**config.mk**
```make
export PLATFORM = sky130hd
export DESIGN_NAME = neuronal_pipe_chain
export DESIGN_NICKNAME = d
export VERILOG_FILES = /design/src/rtl/neuronal_pipe_chain.sv
export SDC_FILE = /design/constraint.sdc
export NUM_CORES = 1
export LEC_CHECK = 0
export CORE_ASPECT_RATIO = 1.1
export CORE_UTILIZATION = 49
export CTS_CLUSTER_DIAMETER = 200
export DETAILED_ROUTE_END_ITERATION = 8
export PLACE_DENSITY_LB_ADDON = 0.05
export SLEW_MARGIN = 5
export SYNTH_ARGS = -nofsm -noshare
export SYNTH_HDL_FRONTEND = slang
export SYNTH_SLANG_ARGS = --single-unit
```
**constraint.sdc**
```tcl
create_clock -name clk -period 1.5 [get_ports clk]
set_input_delay 0.15 -clock clk [delete_from_list [all_inputs] [get_ports clk]]
set_output_delay 0.15 -clock clk [all_outputs]
set_load 0.02 [all_outputs]
```
**src/rtl/neuronal_pipe_chain.sv**
```systemverilog
// Elastic valid/ready register pipeline with bubble collapse, synchronous flush
// and live occupancy count.
module neuronal_pipe_chain #(
  parameter int WIDTH = 32,
  parameter int DEPTH = 4,
  parameter int OCC_W = $clog2(DEPTH + 1)
) (
  input  logic             clk,
  input  logic             reset_n,
  input  logic             flush,
  input  logic             in_valid,
  output logic             in_ready,
  input  logic [WIDTH-1:0] in_data,
  output logic             out_valid,
  input  logic             out_ready,
  output logic [WIDTH-1:0] out_data,
  output logic [OCC_W-1:0] occupancy
);

  logic [DEPTH-1:0] v;
  logic [DEPTH-1:0] en;
  logic [WIDTH-1:0] d [DEPTH];

  // A stage may advance when it is empty or when everything ahead of it moves.
  always_comb begin
    logic en_acc;
    en     = '0;
    en_acc = out_ready;
    for (int k = DEPTH - 1; k >= 0; k--) begin
      en_acc = !v[k] || en_acc;
      en[k]  = en_acc;
    end
  end

  for (genvar k = 0; k < DEPTH; k++) begin : g_stage
    logic             up_v;
    logic [WIDTH-1:0] up_d;
    logic             v_q;
    logic [WIDTH-1:0] d_q;

    if (k == 0) begin : g_head
      assign up_v = in_valid;
      assign up_d = in_data;
    end else begin : g_body
      assign up_v = v[k-1];
      assign up_d = d[k-1];
    end

    // Flush drops valids only; data registers keep their last word.
    always_ff @(posedge clk or negedge reset_n) begin
      if (!reset_n) begin
        v_q <= 1'b0;
        d_q <= '0;
      end else if (flush) begin
        v_q <= 1'b0;
      end else if (en[k]) begin
        v_q <= up_v;
        if (up_v) begin
          d_q <= up_d;
        end
      end
    end

    assign v[k] = v_q;
    assign d[k] = d_q;
  end

  always_comb begin
    occupancy = '0;
    for (int k = 0; k < DEPTH; k++) begin
      occupancy = occupancy + OCC_W'(v[k]);
    end
  end

  assign in_ready  = en[0] && !flush;
  assign out_valid = v[DEPTH-1] && !flush;
  assign out_data  = d[DEPTH-1];

endmodule

```
==> qor.yml, run 1 <==
die-area_sq_mm: 0.0108
n_antenna_cell: 0
port_buffers: 73
max_slew_margin_pct: 76.3
cts_buffers: 17
mostFrequentLayoutCells: "dfrtp_1, mux2_4, mux2_2"
outcome: "finished, violations left"
vias: 2833
yosysSeqAreaShare_pct: 64.7
wl_per_cell_microns: 18.5
avgViaCountPerCell: 5.16
ant_nets: 0
drt_wl_total_microns: 10100
syn_area_sq_mm: 0.00511
arrival_ps: 2030
syn2layout_area_growth_pct: 41.4
syn_nets: 339
clk_latency_ps: 510
ios: 74
r2r_start: "g_stage[1].v_q"
cap_violations: 0
cts_tree: "done"
violations: "setup timing"
worst_slew_pin_slew_ps: 356
critPathRequiredTime_ps: 1350
grtUsageTotal_pct: 20.3
htreeDepth: 4
clk_pin_slew_ps: 60
start_util_pct: 51.2
die_width_microns: 99.3
antenna_found_initial: 0
yosys.area.top_type_share_pct: 64.7
cp_cell_sequence: "inv_2 -> fa_1 -> inv_2 -> ha_4 -> ha_4 -> buf_6"
critical-path-max-stage-delay_ps: 550
first_global_vias: 3015
yosys.area.top_type: "dfrtp_1"
regToRegSetupSlack_ps: -470
gp_congestion: 0.737
cp-end-kind: "primary output"
syn_inst: 299
cpMaxStageDelayCell: "fa_1"
final_net_count: 457
crit_fanout: 2
grt_pass1_wl_microns: 15900
r2r-end: "g_stage[1].d_q[20]"
dr.pass1.iters: 4
setup.worst_path.class: "flop to primary output"
grt_max_degree: 64
synth-seq-cells: 132
drcViolationCount: 0
setup_ws_ps: -676
synth_top_cells_by_area: "dfrtp_1, mux2_2, mux2_4, buf_2, buf_6"
hpwl_microns: 5480
cts_sinks: 132
final-max-slew-violation-count: 0
die_h_microns: 109
mostFrequentLayoutCell: "dfrtp_1"
final-setup-viol-count: 100
ys_types: 17
rsz0062_at_grt: "true"
coreArea_sq_mm: 0.00998
hp-class: "input port to async pin"
hold_viol: 0
fin_crit_ps: 2180
rows: 38
ys_warn_count: 0
gr-total-overflow: 0
rr_worst_depth: 5
vdd_drop_max_mv: 0.916
setup_tns_ps: -28320
drt_iter0_markers: 87
finClkSkew_ps: 6.03
max_freq_mhz: 459
cp-start-kind: "flop"
period_share_pct: 145
clockBufferDepth: 2
layout-drive-gt1-share_pct: 49.2
p_leak_nw: 3.56
post-place-ws_ps: -639
powerDensity_mw_per_mm2: 1600
clock_tree.root_cell: "clkbuf_8"
avgSynthCellArea_sq_um: 17.1
-- logic make-up after synthesis --
logic type	share of synthesized area (%)
AOI/OAI and AO/OA	0.490
and+or+nand+nor	1.37
DFF	64.7
muxes	30.4
buffers and inverters	2.16
adders and majority gates	0.882
-- worst max-delay path by stage --
stage               cells after the start      startpoint                 end
finish                                  6  g_stage[0].v_q        occupancy[1]
global route                            6  g_stage[0].v_q        occupancy[1]
CTS                                     6  g_stage[0].v_q        occupancy[1]
detailed placement                      6  g_stage[3].v_q        occupancy[1]
global placement                        6  g_stage[3].v_q        occupancy[1]
floorplan                               5  g_stage[2].v_q  g_stage[1].d_q[10]
-- cell usage after synthesis --
| master | number |
|---|---|
| mux2_1 | 2 |
| inv_1 | 5 |
| dfrtp_1 | 132 |
| and4b_4 | 1 |
| a21oi_1 | 5 |
| buf_6 | 3 |
| inv_2 | 1 |
| fa_1 | 1 |
| mux2_2 | 96 |
| nor2_1 | 4 |
| mux2_4 | 30 |
| nand2b_1 | 2 |
| nand3b_1 | 3 |
| or3_1 | 1 |
| clkbuf_1 | 1 |
| ha_1 | 2 |
| buf_2 | 10 |
-- critical path, delay by kind of cell, from the launching register on --
| family | cells | cell delay (ps) |
|---|---|---|
| buffers and inverters | 3 | 200 |
| adders and majority gates | 3 | 950 |
| DFF | 1 | 350 |
-- report_power, final --
part / internal (mW) / leakage (nW) / switching [mW]
Clock: 2.40 / 0.272 / 1.38
Combinational: 1.57 / 1.68 / 0.995
Sequential: 4.63 / 1.62 / 0.547
-- sequential cells by signal (all words and copies together), names as in the netlist --
name,flops
out_data,32
g_stage.d_q,96
g_stage.v_q,4
-- timing repair --
action / CTS / global route
hold buffers: 1 / 0
pin swaps: 5 / 5
setup endpoints to repair: 133 / 133
hold endpoints to repair: 132 / 0
setup buffers: 15 / 8
gates cloned: 6 / 2
gates resized for setup: 111 / 26
-- through the flow --
step	std cells	total power, mW	utilization [%]	instance area [sq um]	hold slack, ps
after floorplan	299	6.64	-	5140	-146
after global placement	496	7.70	61.9	6180	66.8
after detailed placement	496	7.79	61.9	6180	72.3
after CTS	548	11.5	71.7	7160	88.3
after global routing	549	12.1	72.3	7220	114
final	549	11.5	72.3	7220	98.5
-- metal layers --
| metal | part of all wire [%] | vias to the layer above | routed length, microns | GRT usage [%] |
|---|---|---|---|---|
| met5 | 0 | - | 0 | 0 |
| met4 | 1.5 | 0 | 148 | 11.0 |
| met3 | 3.7 | 14 | 378 | 5.00 |
| met2 | 48 | 55 | 4870 | 31.0 |
| met1 | 47 | 1472 | 4730 | 27.0 |
| li1 | - | 1292 | - | - |
-- area by class of cell --
cell class | count | area (sq um)
Sequential cell | 132 | 3300
Fill cell | 704 | 2760
Multi-Input combinational cell | 147 | 1900
Timing Repair Buffer | 113 | 1290
Clock buffer | 27 | 502
Tap cell | 120 | 150
Clock inverter | 4 | 45.0
Inverter | 6 | 22.5
Note: power is estimated with default switching activity, not from simulation.
==> run 2, diff against run 1 <==
--- a/config.mk
+++ b/config.mk
@@ -9,6 +9,7 @@
 export CORE_UTILIZATION = 49
 export CTS_CLUSTER_DIAMETER = 200
 export DETAILED_ROUTE_END_ITERATION = 8
+export HOLD_SLACK_MARGIN = 0.1
 export PLACE_DENSITY_LB_ADDON = 0.05
 export SLEW_MARGIN = 5
 export SYNTH_ARGS = -nofsm -noshare
==> run 2 against run 1 <==
Via count barely moved. Die area did not move. Design area rose by 0.14%. Final cell count rose by 0.18%. Critical path depth did not move. Power barely moved. Combinational power barely moved. The flow still finishes with violations (setup timing). Sequential power barely moved.
==> qor.yml, run 2 (synthesized netlist as in run 1, its figures left out) <==
outcome: "finished, violations left"
violations: "setup timing"
grt_max_degree: 64  # unchanged
powerDensity_mw_per_mm2: 1590  # -0.12%
syn2layout_area_growth_pct: 41.6
first_global_vias: 3015  # unchanged
finClkSkew_ps: 6.03  # +0.00128 ps
placed_cells: 496  # unchanged
drt_iter0_markers: 79  # -9.2%
arrival_ps: 2030  # about the same
setup.worst_path.class: "flop to primary output"
fill_cells: 700  # -0.57%
coreArea_sq_mm: 0.00998  # unchanged
worst_slew_pin_slew_ps: 356  # +0.0588 ps
hpwl_microns: 5480  # unchanged
grt_pass1_wl_microns: 15900  # unchanged
clockBufferDepth: 2  # unchanged
antenna_found_initial: 0  # unchanged
rows: 38  # unchanged
clk_pin_slew_ps: 60  # about the same
max_freq_mhz: 459  # about the same
dpl_cell_area_sq_mm: 0.00618  # unchanged
htreeDepth: 4  # unchanged
multiInputGateArea_sq_mm: 0.00190  # unchanged
start_util_pct: 51.2  # unchanged
rsz0062_at_grt: "true"
fin_hold_ws_ps: 245  # +147 ps
dr.pass1.iters: 4  # unchanged
ant_nets: 0  # unchanged
largest_reg_flops: 96  # unchanged
cts_tree: "done"
die_width_microns: 99.3  # unchanged
cp-end-kind: "primary output"
port_buffers: 73  # unchanged
final-setup-viol-count: 100  # unchanged
hp-class: "input port to flop"
clock_tree.root_cell: "clkbuf_8"
vdd_drop_max_mv: 0.915  # about the same
hold_viol: 0  # unchanged
setup_ws_ps: -678  # -1.40 ps
final_net_count: 458  # +0.22%
grtUsageTotal_pct: 20.3  # unchanged
drcViolationCount: 0  # unchanged
n_antenna_cell: 0  # unchanged
clk_latency_ps: 510  # about the same
fin_area_sq_mm: 0.00723  # +0.14%
cap_violations: 0  # unchanged
gr-total-overflow: 0  # unchanged
cts_sinks: 132  # unchanged
p_leak_nw: 3.57  # +0.12%
regArea_sq_mm: 0.00330  # unchanged
avgViaCountPerCell: 5.15  # -0.11%
ios: 74  # unchanged
top_register: "g_stage.d_q"
final_cells: 550  # +0.18%
mostFrequentLayoutCell: "dfrtp_1"
mostFrequentLayoutCells: "dfrtp_1, mux2_4, mux2_2"
gp_congestion: 0.737  # unchanged
drt_wl_total_microns: 10200  # +0.19%
fin_crit_ps: 2180  # +1.40 ps
cts_buffers: 17  # unchanged
cp-start-kind: "flop"
vias: 2835  # +0.071%
final-max-slew-violation-count: 0  # unchanged
max_slew_margin_pct: 76.3  # about the same
critPathRequiredTime_ps: 1350  # about the same
die-area_sq_mm: 0.0108  # unchanged
layout-drive-gt1-share_pct: 49.1  # -0.11 points
post-place-ws_ps: -639  # unchanged
die_h_microns: 109  # unchanged
period_share_pct: 145  # about the same
wl_per_cell_microns: 18.5  # about the same
crit_fanout: 2  # unchanged
-- run 2: cell count changes in the layout (fill, tap and decap cells not counted) --
| cell | previous run | this run |
|---|---|---|
| dlygate4sd3_1 | 1 | 2 |
-- run 2: timing repair --
| item | 4_1_cts | 5_1_grt |
|---|---|---|
| setup endpoints to repair | 133 | 133 |
| resized for setup | 111 | 26 |
| cloned | 6 | 2 |
| endpoints found under the hold margin | 132 | 0 |
| pin swaps | 5 | 5 |
| hold buffers | 2 | 0 |
| buffers inserted | 15 | 8 |
-- run 2: cell type report --
| cell class | count | area share, % |
|---|---|---|
| Clock inverter | 4 | 0.623 |
| Inverter | 6 | 0.311 |
| Timing Repair Buffer | 114 | 18.0 |
| Tap cell | 120 | 2.08 |
| Sequential cell | 132 | 45.7 |
| Clock buffer | 27 | 6.94 |
| Multi-Input combinational cell | 147 | 26.3 |
-- run 2: final timing paths --
check | start | end | slack (ps) | depth (start not counted)
min in group asynchronous | reset_n | out_data[23] | 630 | 3
max in group asynchronous | reset_n | g_stage[2].v_q | 190 | 4
worst max-delay path | g_stage[0].v_q | occupancy[1] | -680 | 6
worst min register to register | out_data[22] | out_data[22] | 500 | 1
worst max register to register | g_stage[1].v_q | g_stage[1].d_q[20] | -470 | 5
worst min-delay path | in_data[16] | g_stage[0].d_q[16] | 250 | 2
-- run 2: stage by stage --
| stage | utilization, % | setup TNS (ps) | power, mW |
|---|---|---|---|
| after floorplan | - | -6040 | 6.64 |
| after CTS | 71.8 | -35040 | 11.5 |
| after global placement | 61.9 | -44280 | 7.70 |
| after detailed placement | 61.9 | -45740 | 7.79 |
| final | 72.4 | -28460 | 11.5 |
| after global routing | 72.4 | -35060 | 12.1 |
-- run 2: layer usage --
metal	part of all wire [%]	GRT usage, %	wire length [microns]
met1	47	27.0	4740
met2	48	31.0	4890
met3	3.7	5.00	379
met4	1.5	11.0	148
met5	0	0	0
-- run 2: report_power, final --
part | internal [mW] | switching [mW] | leakage, nW | total, mW
registers | 4.63 | 0.548 | 1.62 | 5.17
logic | 1.57 | 0.995 | 1.68 | 2.57
clock network | 2.40 | 1.38 | 0.272 | 3.78
total | 8.60 | 2.92 | 3.57 | 11.5
-- run 2: critical path, stage by stage (launching register included) --
cell     delay, ps
dfrtp_1        350
inv_2           50
fa_1           550
inv_2           50
ha_4           150
ha_4           250
buf_6          100
